### src/rtl/edge_evt_pkg.sv
// Shared defaults and entry layout for the edge event queue.
// An entry is the captured pedge vector plus the timestamp of the cycle it arrived in.
package edge_evt_pkg;

   localparam int unsigned EVT_DEPTH  = 4;
   localparam int unsigned EVT_TS_W   = 16;
   localparam int unsigned EVT_BITS_W = 8;

   // Field 'ts' holds the event time; 'time' is a reserved word.
   typedef struct packed {
      logic [EVT_BITS_W-1:0] bits;
      logic [EVT_TS_W-1:0]   ts;
   } evt_t;

   function automatic logic [7:0] sat_inc8(input logic [7:0] v);
      return (v == 8'hFF) ? v : v + 8'd1;
   endfunction

endpackage

### src/rtl/edge_evt_fifo.sv
// Generic synchronous FIFO with registered pointers/count and a zero-masked head.
// A push into a full FIFO is accepted only when a pop frees a slot in the same cycle.
module edge_evt_fifo
   import edge_evt_pkg::*;
#(
   parameter int unsigned DEPTH = EVT_DEPTH,
   parameter int unsigned W     = $bits(evt_t)
) (
   input  logic                   clk,
   input  logic                   rst_n,
   input  logic                   i_push,
   input  logic                   i_pop,
   input  logic [W-1:0]           i_data,
   output logic [W-1:0]           o_head_c,
   output logic                   o_full_c,
   output logic                   o_empty_c,
   output logic [$clog2(DEPTH):0] o_count
);

   localparam int unsigned AW = $clog2(DEPTH);
   localparam int unsigned CW = AW + 1;

   logic [W-1:0]  r_mem [DEPTH];
   logic [AW-1:0] r_wptr;
   logic [AW-1:0] r_rptr;
   logic [CW-1:0] r_count;
   logic          w_do_push;
   logic          w_do_pop;

   assign o_empty_c = (r_count == '0);
   assign o_full_c  = (r_count == CW'(DEPTH));
   assign w_do_pop  = i_pop && !o_empty_c;
   assign w_do_push = i_push && (!o_full_c || w_do_pop);

   // Power-of-two depth lets the pointers wrap naturally.
   always_ff @(posedge clk or negedge rst_n) begin
      if (!rst_n) begin
         r_wptr  <= '0;
         r_rptr  <= '0;
         r_count <= '0;
      end else begin
         if (w_do_push) r_wptr <= r_wptr + AW'(1);
         if (w_do_pop)  r_rptr <= r_rptr + AW'(1);
         if (w_do_push && !w_do_pop)      r_count <= r_count + CW'(1);
         else if (w_do_pop && !w_do_push) r_count <= r_count - CW'(1);
      end
   end

   always_ff @(posedge clk) begin
      if (w_do_push) r_mem[r_wptr] <= i_data;
   end

   // Storage is not reset, so hide whatever sits at the read pointer while empty.
   assign o_head_c = o_empty_c ? '0 : r_mem[r_rptr];
   assign o_count  = r_count;

endmodule

### src/rtl/edge_event_queue.sv
// Timestamps non-zero pedge vectors and queues them for a ready/valid consumer.
// Drops on a full queue are flagged by a sticky overflow bit and a saturating drop counter.
module edge_event_queue
   import edge_evt_pkg::*;
#(
   parameter int unsigned DEPTH = EVT_DEPTH,
   parameter int unsigned TS_W  = EVT_TS_W
) (
   input  logic                   clk,
   input  logic                   rst_n,
   input  logic [7:0]             pedge,
   output logic                   evt_valid,
   input  logic                   evt_ready,
   output logic [7:0]             evt_bits,
   output logic [TS_W-1:0]        evt_time,
   output logic [$clog2(DEPTH):0] evt_count,
   output logic                   overflow,
   output logic [7:0]             drop_cnt,
   input  logic                   clr_overflow
);

   localparam int unsigned W = EVT_BITS_W + TS_W;

   logic [TS_W-1:0] r_ts;
   logic            r_overflow;
   logic [7:0]      r_drop_cnt;
   logic            w_push_req;
   logic            w_pop;
   logic            w_full;
   logic            w_empty;
   logic            w_drop;
   logic [W-1:0]    w_head;

   assign w_push_req = (pedge != '0);
   assign w_pop      = evt_valid && evt_ready;
   assign w_drop     = w_push_req && w_full && !w_pop;

   edge_evt_fifo #(
      .DEPTH (DEPTH),
      .W     (W)
   ) u_fifo (
      .clk       (clk),
      .rst_n     (rst_n),
      .i_push    (w_push_req),
      .i_pop     (w_pop),
      .i_data    ({pedge, r_ts}),
      .o_head_c  (w_head),
      .o_full_c  (w_full),
      .o_empty_c (w_empty),
      .o_count   (evt_count)
   );

   assign evt_valid = !w_empty;
   assign evt_bits  = w_head[W-1 -: EVT_BITS_W];
   assign evt_time  = w_head[TS_W-1:0];
   assign overflow  = r_overflow;
   assign drop_cnt  = r_drop_cnt;

   always_ff @(posedge clk or negedge rst_n) begin
      if (!rst_n) r_ts <= '0;
      else        r_ts <= r_ts + TS_W'(1);
   end

   // A drop in the same cycle as a clear restarts the count at one.
   always_ff @(posedge clk or negedge rst_n) begin
      if (!rst_n) begin
         r_overflow <= 1'b0;
         r_drop_cnt <= '0;
      end else if (w_drop) begin
         r_overflow <= 1'b1;
         r_drop_cnt <= clr_overflow ? 8'd1 : sat_inc8(r_drop_cnt);
      end else if (clr_overflow) begin
         r_overflow <= 1'b0;
         r_drop_cnt <= '0;
      end
   end

endmodule

### config.mk
export PLATFORM = sky130hd
export DESIGN_NAME = edge_event_queue
export DESIGN_NICKNAME = d
export VERILOG_FILES = /design/src/rtl/edge_evt_pkg.sv /design/src/rtl/edge_evt_fifo.sv /design/src/rtl/edge_event_queue.sv
export SDC_FILE = /design/constraint.sdc
export NUM_CORES = 1
export LEC_CHECK = 0
export BUFFER_PORTS_ARGS = -buffer_cell sky130_fd_sc_hd__buf_2
export CORE_ASPECT_RATIO = 1.2
export CORE_UTILIZATION = 63
export CTS_CLUSTER_DIAMETER = 100
export CTS_CLUSTER_SIZE = 14
export DETAILED_ROUTE_END_ITERATION = 12
export PLACE_DENSITY = 0.84
export SLEW_MARGIN = 20
export SYNTH_ARGS = -nofsm -noshare
export SYNTH_HDL_FRONTEND = slang
export SYNTH_HIERARCHICAL = 1
export SYNTH_SLANG_ARGS = --single-unit
export TNS_END_PERCENT = 10
### constraint.sdc
create_clock -name clk -period 3.9 [get_ports clk]
set_input_delay 0.78 -clock clk [delete_from_list [all_inputs] [get_ports clk]]
set_output_delay 0.78 -clock clk [all_outputs]
set_load 0.05 [all_outputs]
==> flow_summary.toml <==
[run_status]
outcome = "complete, no violations"

[timing]
worstMarginPinSlew_ns = 0.7460
fin_crit_sh_pct = 85.16
rsz0062_at_grt = "no"
hold_violations = 0
finalMaxSlewViolations = 0
fin_setup_tns_ns = 0
period_needed_ns = 3.321
fin_worst_skew_ns = 0.01083
max_freq_mhz = 301.1
setup_viol = 0
relSlewSlack_pct = 50.27

[synthesis]
yosys.cell_types.count = 42
async_flop_share_pct = 25.00
ys_ff_latch = 128
synth_area_sq_mm = 0.005310
synth_edf_count = 96
yosysWarnings = 6
yosys-top-cells-area = "edfxtp_1, dfrtp_1, mux4_2"
post-synth-top-area-cell = "edfxtp_1"
synth_top_area_share_pct = 54.29
syn_area_per_cell_sq_um = 17.35
syn_inst = 306
ys_seq_area_share_pct = 69.37
ys.flop_type = "edfxtp_1"
syn-num-nets = 326

[cts]
post_cts_buffers = 0
clkTransAtPathRegs_ns = 0.06
post_cts_resized = 0
cts-root-buf = "clkbuf_8"
numClockSinks = 128
clock_latency_ns = 0.52
cts_buffers = 17
holdBufCountCts = 0
cts_max_level = 4
cts_buffer_depth = 2
tritoncts = "yes"

[worst_setup_path]
crit_path_start = "u_fifo/r_rptr[0]"
worstReg2RegEnd = "u_fifo/r_mem[2][20]"
timing.rr.start = "u_fifo/o_count[1]"
worst_r2r_path_depth = 7
crit_end = "evt_bits[3]"
worstPathArrival_ns = 2.54
worstSetupEndpointType = "output pin"
critical_path.startpoint_type = "register"
path_class = "register to output pin"
cp_max_fo = 13
reg2reg_slack_ns = 1.09
required_ns = 3.12

[floorplan]
die_area_sq_mm = 0.008802
io-pin-count = 49
start_util_pct = 65.13
die_x_microns = 85.81
dieHeight_microns = 102.6
rows = 36
core_area_sq_mm = 0.008153

[power]
powerDensity_mw_per_mm2 = 928.2
leakagePower_nw = 2.377
finalPower_mw = 5.742
vdd_drop_max_mv = 0.5348

[finish]
final_cell_mix = "edfxtp_1, buf_2, dfrtp_1"
drive_above_1_share_pct = 29.58
antenna_cells = 0
area_growth_pct = 16.49
fin_nets = 391
fin_util_pct = 75.87
layout_commonest_cell = "edfxtp_1"

[drt]
finalWirelength_mm = 9.533
viasPerCell = 5.714
drtIter0Drc = 180
ant_nets = 0
routedWlPerCell_microns = 19.22
firstDrtPassIters = 5
drc = 0
vias = 2834

[job]
drv_cap = 0

[global_route]
grt_overflow = 0
grt_max_degree = 33
antenna_found_initial = 0
grt_use_total_pct = 24.21
grt_pass1_wl_mm = 14.68
grt_pass1_vias = 2767

[placed_design]
dp_hpwl_mm = 5.659
numPortBuffers = 48
gp_congestion = 0.7348

[worst_hold_path]
min_path_type = "primary input to asynchronous set/reset pin"
[how the worst min path moves through the flow]
| stage | startpoint | to | slack [ns] |
|---|---|---|---|
| 6_report | rst_n | r_ts[12] | 0.32 |
| 5_1_grt | rst_n | r_ts[12] | 0.37 |
| 4_1_cts | rst_n | r_ts[12] | 0.31 |
| 3_5_place_dp | overflow | overflow | 0.47 |
| 3_3_place_gp | overflow | overflow | 0.47 |
| 2_1_floorplan | rst_n | drop_cnt[0] | 0.48 |
[critical path: stages, from the launching register on]
cell and delay, ns:
dfrtp_1 0.80, buf_4 0.35, mux4_2 0.52, nor2b_1 0.13, buf_2 0.22
[synthesized netlist by cell type (all sizes together) (6+ instances only)]
| cell type | count |
|---|---|
| nand2 | 8 |
| nor2 | 9 |
| buf | 7 |
| inv | 14 |
| nor2b | 27 |
| edfxtp | 96 |
| xor2 | 6 |
| xnor2 | 14 |
| dfrtp | 32 |
| nand3 | 10 |
| ha | 7 |
| nand4 | 10 |
| mux4 | 24 |
[sequential cells by signal (all words and copies together), names as in the netlist]
| name | count |
|---|---|
| u_fifo/r_mem | 96 |
| r_ts | 16 |
| drop_cnt | 8 |
| u_fifo/o_count | 3 |
| u_fifo/r_rptr | 2 |
| u_fifo/r_wptr | 2 |
| overflow | 1 |
[area by class of cell]
class | count | area (sq um)
Tap cell | 114 | 142.6
Multi-Input combinational cell | 154 | 1509
Fill cell | 443 | 1967
Timing Repair Buffer | 56 | 300.3
Inverter | 14 | 52.55
Clock buffer | 20 | 425.4
Sequential cell | 128 | 3684
Clock inverter | 10 | 72.57
[power breakdown]
part,internal [mW],total [mW],switching [mW],leakage [nW]
Clock,0.821,1.33,0.512,0.253
Combinational,0.734,2.29,1.56,0.799
Sequential,1.93,2.12,0.183,1.33
Total,3.49,5.74,2.25,2.38
[per-stage QoR]
step	std cells	setup slack, ns	cell area, sq um	hold slack, ns
after floorplan	306	1.040	5310	0.4760
after global placement	466	1.050	5688	0.4677
after detailed placement	466	1.040	5688	0.4720
after CTS	496	0.4916	6186	0.3132
after global routing	496	0.4143	6186	0.3692
final	496	0.5788	6186	0.3242
[metal layers]
metal	share of wire [%]	global-route usage (%)
met4	1.1	10.77
met2	53	40.43
met5	0	0
met3	5.4	7.526
met1	40	29.57
[cell families after synthesis]
logic type               Yosys count  share of synthesized area, %
flip-flops                       128                         69.37
XOR/XNOR                          20                         3.299
multiplexers                      28                         11.07
AO/OA/AOI/OAI                     14                         2.286
adder cells (fa/ha/maj)            8                         2.026
buffers and inverters             24                         2.333
AND/OR/NAND/NOR                   84                         9.614
Power figures use the tool's default switching activity.
